File: config.mk
export PLATFORM = sky130hd
export DESIGN_NAME = i2c_txn_arbiter
export DESIGN_NICKNAME = d
export VERILOG_FILES = /design/src/rtl/i2c_arb_pkg.sv /design/src/rtl/rr_arbiter.sv /design/src/rtl/i2c_txn_arbiter.sv
export SDC_FILE = /design/constraint.sdc
export NUM_CORES = 1
export LEC_CHECK = 0
export CAP_MARGIN = 30
export CELL_PAD_IN_SITES_DETAIL_PLACEMENT = 1
export CELL_PAD_IN_SITES_GLOBAL_PLACEMENT = 2
export CORE_MARGIN = 8
export CORE_UTILIZATION = 25
export DETAILED_ROUTE_END_ITERATION = 16
export PLACE_DENSITY = 0.89
export SYNTH_ARGS = -nofsm -noshare
export SYNTH_HDL_FRONTEND = slang
export SYNTH_SLANG_ARGS = --single-unit
File: constraint.sdc
create_clock -name clk -period 2.9 [get_ports clk]
set_clock_uncertainty 0.15 [all_clocks]
set_input_delay 0.435 -clock clk [delete_from_list [all_inputs] [get_ports clk]]
set_output_delay 0.435 -clock clk [all_outputs]
set_load 0.05 [all_outputs]
File: src/rtl/i2c_arb_pkg.sv
// Shared types and widths for the I2C transaction arbiter.
package i2c_arb_pkg;

  localparam int ADDR_W = 7;
  localparam int DATA_W = 8;

  typedef enum logic [1:0] {
    IDLE,
    LAUNCH,
    WAIT,
    RESP
  } state_t;

endpackage

File: src/rtl/rr_arbiter.sv
// Round-robin winner selection: combinational one-hot pick at/after the pointer,
// pointer advances past the winner when the grant is taken.
module rr_arbiter
  import i2c_arb_pkg::*;
#(
  parameter int NREQ = 4,
  localparam int PW  = $clog2(NREQ)
) (
  input  logic            clk,
  input  logic            reset_n,
  input  logic [NREQ-1:0] req,
  input  logic            grant_en,
  output logic [NREQ-1:0] winner,
  output logic            any_req
);

  logic [PW-1:0]   ptr_reg;
  logic [PW-1:0]   winner_idx;
  logic [NREQ-1:0] mask;
  logic [NREQ-1:0] masked;
  logic [NREQ-1:0] pick_src;

  // Requests at or above the pointer win first; otherwise wrap to the lowest.
  assign mask     = {NREQ{1'b1}} << ptr_reg;
  assign masked   = req & mask;
  assign pick_src = (masked != '0) ? masked : req;
  assign winner   = pick_src & (~pick_src + 1'b1);
  assign any_req  = |req;

  always_comb begin
    winner_idx = '0;
    for (int i = 0; i < NREQ; i++) begin
      if (winner[i]) winner_idx = PW'(i);
    end
  end

  always_ff @(posedge clk or negedge reset_n) begin
    if (!reset_n) begin
      ptr_reg <= '0;
    end else if (grant_en) begin
      ptr_reg <= (winner_idx == PW'(NREQ - 1)) ? '0 : winner_idx + 1'b1;
    end
  end

endmodule

File: src/rtl/i2c_txn_arbiter.sv
// Shares one I2C master between NREQ requesters: round-robin capture, launch,
// wait for done with timeout, and return status/read data to the owner.
module i2c_txn_arbiter
  import i2c_arb_pkg::*;
#(
  parameter int NREQ           = 4,
  parameter int TIMEOUT_CYCLES = 4096,
  parameter int TW             = 13
) (
  input  logic                   clk,
  input  logic                   reset_n,
  input  logic [NREQ-1:0]        req,
  input  logic [NREQ-1:0]        req_rw,
  input  logic [NREQ*ADDR_W-1:0] req_addr,
  input  logic [NREQ*DATA_W-1:0] req_data,
  output logic [NREQ-1:0]        gnt,
  output logic [NREQ-1:0]        rsp_valid,
  output logic                   rsp_err,
  output logic [DATA_W-1:0]      rsp_data,
  output logic                   busy,
  output logic                   m_en,
  output logic                   m_rw,
  output logic [ADDR_W-1:0]      m_addr,
  output logic [DATA_W-1:0]      m_data,
  input  logic                   m_done,
  input  logic [DATA_W-1:0]      m_rdata
);

  localparam logic [TW-1:0] LAST_CNT = TW'(TIMEOUT_CYCLES - 1);

  state_t              state_reg, state_next;
  logic [TW-1:0]       cnt_reg, cnt_next;
  logic [NREQ-1:0]     owner_reg, owner_next;
  logic [NREQ-1:0]     gnt_reg, gnt_next;
  logic                m_en_reg, m_en_next;
  logic                m_rw_reg, m_rw_next;
  logic [ADDR_W-1:0]   m_addr_reg, m_addr_next;
  logic [DATA_W-1:0]   m_data_reg, m_data_next;
  logic                rsp_err_reg, rsp_err_next;
  logic [DATA_W-1:0]   rsp_data_reg, rsp_data_next;

  logic [NREQ-1:0]     winner;
  logic                any_req;
  logic                grant_en;
  logic                timed_out;
  logic                sel_rw;
  logic [ADDR_W-1:0]   sel_addr;
  logic [DATA_W-1:0]   sel_data;
  logic [ADDR_W-1:0]   addr_arr [NREQ];
  logic [DATA_W-1:0]   data_arr [NREQ];

  generate
    for (genvar gi = 0; gi < NREQ; gi++) begin : g_unpack
      assign addr_arr[gi] = req_addr[gi*ADDR_W +: ADDR_W];
      assign data_arr[gi] = req_data[gi*DATA_W +: DATA_W];
    end
  endgenerate

  rr_arbiter #(.NREQ(NREQ)) u_rr (
    .clk      (clk),
    .reset_n  (reset_n),
    .req      (req),
    .grant_en (grant_en),
    .winner   (winner),
    .any_req  (any_req)
  );

  always_comb begin
    sel_rw   = 1'b0;
    sel_addr = '0;
    sel_data = '0;
    for (int i = 0; i < NREQ; i++) begin
      if (winner[i]) begin
        sel_rw   = req_rw[i];
        sel_addr = addr_arr[i];
        sel_data = data_arr[i];
      end
    end
  end

  assign timed_out = (cnt_reg == LAST_CNT);

  always_comb begin
    state_next    = state_reg;
    cnt_next      = cnt_reg;
    owner_next    = owner_reg;
    gnt_next      = '0;
    m_en_next     = m_en_reg;
    m_rw_next     = m_rw_reg;
    m_addr_next   = m_addr_reg;
    m_data_next   = m_data_reg;
    rsp_err_next  = rsp_err_reg;
    rsp_data_next = rsp_data_reg;
    grant_en      = 1'b0;
    case (state_reg)
      IDLE: begin
        if (any_req) begin
          grant_en    = 1'b1;
          owner_next  = winner;
          gnt_next    = winner;
          m_rw_next   = sel_rw;
          m_addr_next = sel_addr;
          m_data_next = sel_data;
          cnt_next    = '0;
          state_next  = LAUNCH;
        end
      end
      LAUNCH: begin
        // A done still high from the previous transaction must clear first.
        if (!m_done) begin
          m_en_next  = 1'b1;
          cnt_next   = '0;
          state_next = WAIT;
        end else if (timed_out) begin
          rsp_err_next  = 1'b1;
          rsp_data_next = '0;
          state_next    = RESP;
        end else begin
          cnt_next = cnt_reg + 1'b1;
        end
      end
      WAIT: begin
        cnt_next = cnt_reg + 1'b1;
        if (m_done) begin
          m_en_next     = 1'b0;
          rsp_err_next  = 1'b0;
          rsp_data_next = m_rw_reg ? m_rdata : '0;
          state_next    = RESP;
        end else if (timed_out) begin
          m_en_next     = 1'b0;
          rsp_err_next  = 1'b1;
          rsp_data_next = '0;
          state_next    = RESP;
        end
      end
      RESP: begin
        state_next = IDLE;
      end
      default: begin
        state_next = IDLE;
      end
    endcase
  end

  always_ff @(posedge clk or negedge reset_n) begin
    if (!reset_n) begin
      state_reg    <= IDLE;
      cnt_reg      <= '0;
      owner_reg    <= '0;
      gnt_reg      <= '0;
      m_en_reg     <= 1'b0;
      m_rw_reg     <= 1'b0;
      m_addr_reg   <= '0;
      m_data_reg   <= '0;
      rsp_err_reg  <= 1'b0;
      rsp_data_reg <= '0;
    end else begin
      state_reg    <= state_next;
      cnt_reg      <= cnt_next;
      owner_reg    <= owner_next;
      gnt_reg      <= gnt_next;
      m_en_reg     <= m_en_next;
      m_rw_reg     <= m_rw_next;
      m_addr_reg   <= m_addr_next;
      m_data_reg   <= m_data_next;
      rsp_err_reg  <= rsp_err_next;
      rsp_data_reg <= rsp_data_next;
    end
  end

  assign gnt       = gnt_reg;
  assign rsp_valid = (state_reg == RESP) ? owner_reg : '0;
  assign rsp_err   = rsp_err_reg;
  assign rsp_data  = rsp_data_reg;
  assign busy      = (state_reg != IDLE);
  assign m_en      = m_en_reg;
  assign m_rw      = m_rw_reg;
  assign m_addr    = m_addr_reg;
  assign m_data    = m_data_reg;

endmodule

==> results.toml <==
[outcome]
status = "completed"

[layout]
drive_above_1_share = 0.0709
register_area_mm2 = 0.00128
diodes = 0
area_growth_pct = 50.6
largest_reg_flops = 13
multiInputGateArea_mm2 = 0.00146
fillers = 1323
post-route-util = 0.383
nets = 520

[power]
p_leak_uw = 0.00177
peakVddDrop_mv = 0.684
p_per_area_mw_per_mm2 = 983

[yosys]
synth_edf_count = 0
ys_async_sr_fraction = 1.00
synthTopCellsByArea = "dfrtp_1 (44%), a21oi_1 (8.1%), nand3_1 (5.4%), a41oi_1 (5.1%), o2bb2ai_1 (4.8%)"
synth.most_common_cell = "dfrtp_1"
synth_area_mm2 = 0.00289
synth_largest_area_cell = "dfrtp_1"
ys_ff_latch = 51
syn-num-nets = 409
syn_inst = 325
seq_area_frac_synth = 0.441
synth_common_cells = "dfrtp_1 (51), a21oi_1 (47), nand3_1 (31)"
synth_cell_types = 42
ys_warn_count = 0
syn_avg_cell_area_um2 = 8.90
synthFlopType = "dfrtp_1"
synth_top_area_frac = 0.441

[job]
drv_cap = 0

[grt]
grt_pass1_vias = 3286
antenna_found_initial = 0
grt_max_degree = 26
grt_usage = 0.136
grt_pass1_wl_mm = 16.7
overflow = 0

[clock_tree]
htreeDepth = 2
clock_latency_ns = 0.29
post_cts_resized = 0
cts_buffers = 5
root_buffer = "clkbuf_16"
path_clk_slew_ns = 0.07
cts_tree = "done"
numClockSinks = 51
clock_path_buffers = 2

[detailed_routing]
drt-total-wl_mm = 10.4
vias = 3041
dr.first_iter.drc_count = 135
wl_per_cell_um = 17.9
firstDrtPassIters = 4
drc = 0
viasPerCell = 5.24
antenna_left = 0

[floorplanning]
ios = 114
start_util = 0.254
die_w_um = 124
core-area_mm2 = 0.0114
dieArea_mm2 = 0.0153
num_rows = 39
die_height_um = 124

[sta]
drv_slew = 0
relSlewSlack = 0.644
finalHoldViolations = 0
setup_tns_ns = 0
setup_viol_count_final = 0
rsz0062_at_grt = "false"
max_freq_mhz = 369
final.period_utilization = 0.934
fin_crit_ns = 2.71
worst_pin_slew_ns = 0.532

[hold_path]
hold_path.class = "flop to flop"

[critical_path]
critPathCaptureType = "primary output"
critical_path_class = "flop to primary output"
arrival_ns = 2.12
worst_setup_path_start_kind = "flop"
crit_fanout = 8
crit_required_ns = 2.32

[place]
dp_hpwl_mm = 8.06
gp_congestion = 0.797
io_buffers = 113
[power breakdown]
| group | switching (µW) | total, µW | internal, µW |
|---|---|---|---|
| logic | 1610 | 2520 | 909 |
| registers | 198 | 1160 | 958 |
| clock network | 265 | 611 | 345 |
| total | 2070 | 4280 | 2210 |
[stage by stage]
step	setup WS (ns)	std cells	power (µW)	hold slack (ns)	instance area (µm²)
after floorplan	0.699	325	2810	-0.0106	2890
after detailed placement	0.339	570	3700	0.195	4190
after global placement	0.407	570	3630	0.194	4190
after global routing	0.102	580	4540	0.356	4360
after CTS	0.154	579	4330	0.331	4350
final	0.191	580	4280	0.327	4360
[layout by cell type, fill, tap and decap left out, types with 2 or more instances in the layout]
master             n
inv_1              9
nand2_1           18
and2_1             8
nor2_1            27
nand3_1           31
buf_4             16
a22o_1             2
o2bb2ai_1         16
nor3b_1            2
nand4_1            2
a31oi_1            3
a21o_1             5
ha_1               5
and3_1             5
nor2b_1            3
o31ai_1           10
o21ai_0            9
a21oi_1           47
clkdlybuf4s50_1  112
clkbuf_16          5
nand2b_1           2
dfrtp_1           51
o21ai_1            9
and4_1             2
a41oi_1           17
[routing by layer]
| layer | share of wire | global-route usage |
|---|---|---|
| met5 | 0 | 0 |
| met4 | 0.011 | 0.0286 |
| met3 | 0.061 | 0.0349 |
| met2 | 0.50 | 0.243 |
| met1 | 0.43 | 0.160 |
[logic make-up after synthesis]
kind of cell / Yosys count / share of synthesized area
compound gates: 129 / 0.300
simple gates: 105 / 0.183
flops: 51 / 0.441
buf+inv: 35 / 0.0545
fa+ha+maj: 5 / 0.0216
[timing repair]
| item | in CTS | in global routing |
|---|---|---|
| setup buffers | 0 | 0 |
| endpoints found under the setup margin | 0 | 0 |
| hold endpoints to repair | 12 | 0 |
| hold buffers | 1 | 0 |
[final cells by class]
class,count,area share
clock buffer,6,0.0319
clock inverter,2,0.00316
inverter,9,0.00775
multi-input combinational,239,0.335
sequential,51,0.293
tap,143,0.0411
timing repair buffer,130,0.288
[critical path, stage by stage (launching register included)]
cell and delay [ns]:
dfrtp_1 0.43, inv_1 0.10, ha_1 0.30, inv_1 0.17, clkdlybuf4s50_1 0.83
[path summary, 6_finish.rpt]
| check | from | end | slack, ns | cells after the start |
|---|---|---|---|---|
| max in group asynchronous | reset_n | m_addr[2] | 1.55 | 3 |
| worst min-delay path | owner_reg[3] | owner_reg[3] | 0.33 | 1 |
| min in group asynchronous | reset_n | gnt[1] | 0.45 | 2 |
| worst max register to register | state_reg[1] | cnt_reg[3] | 0.58 | 7 |
| worst min register to register | owner_reg[3] | owner_reg[3] | 0.33 | 1 |
| worst max-delay path | state_reg[1] | busy | 0.19 | 4 |
Note: power is estimated with default switching activity, not from simulation.
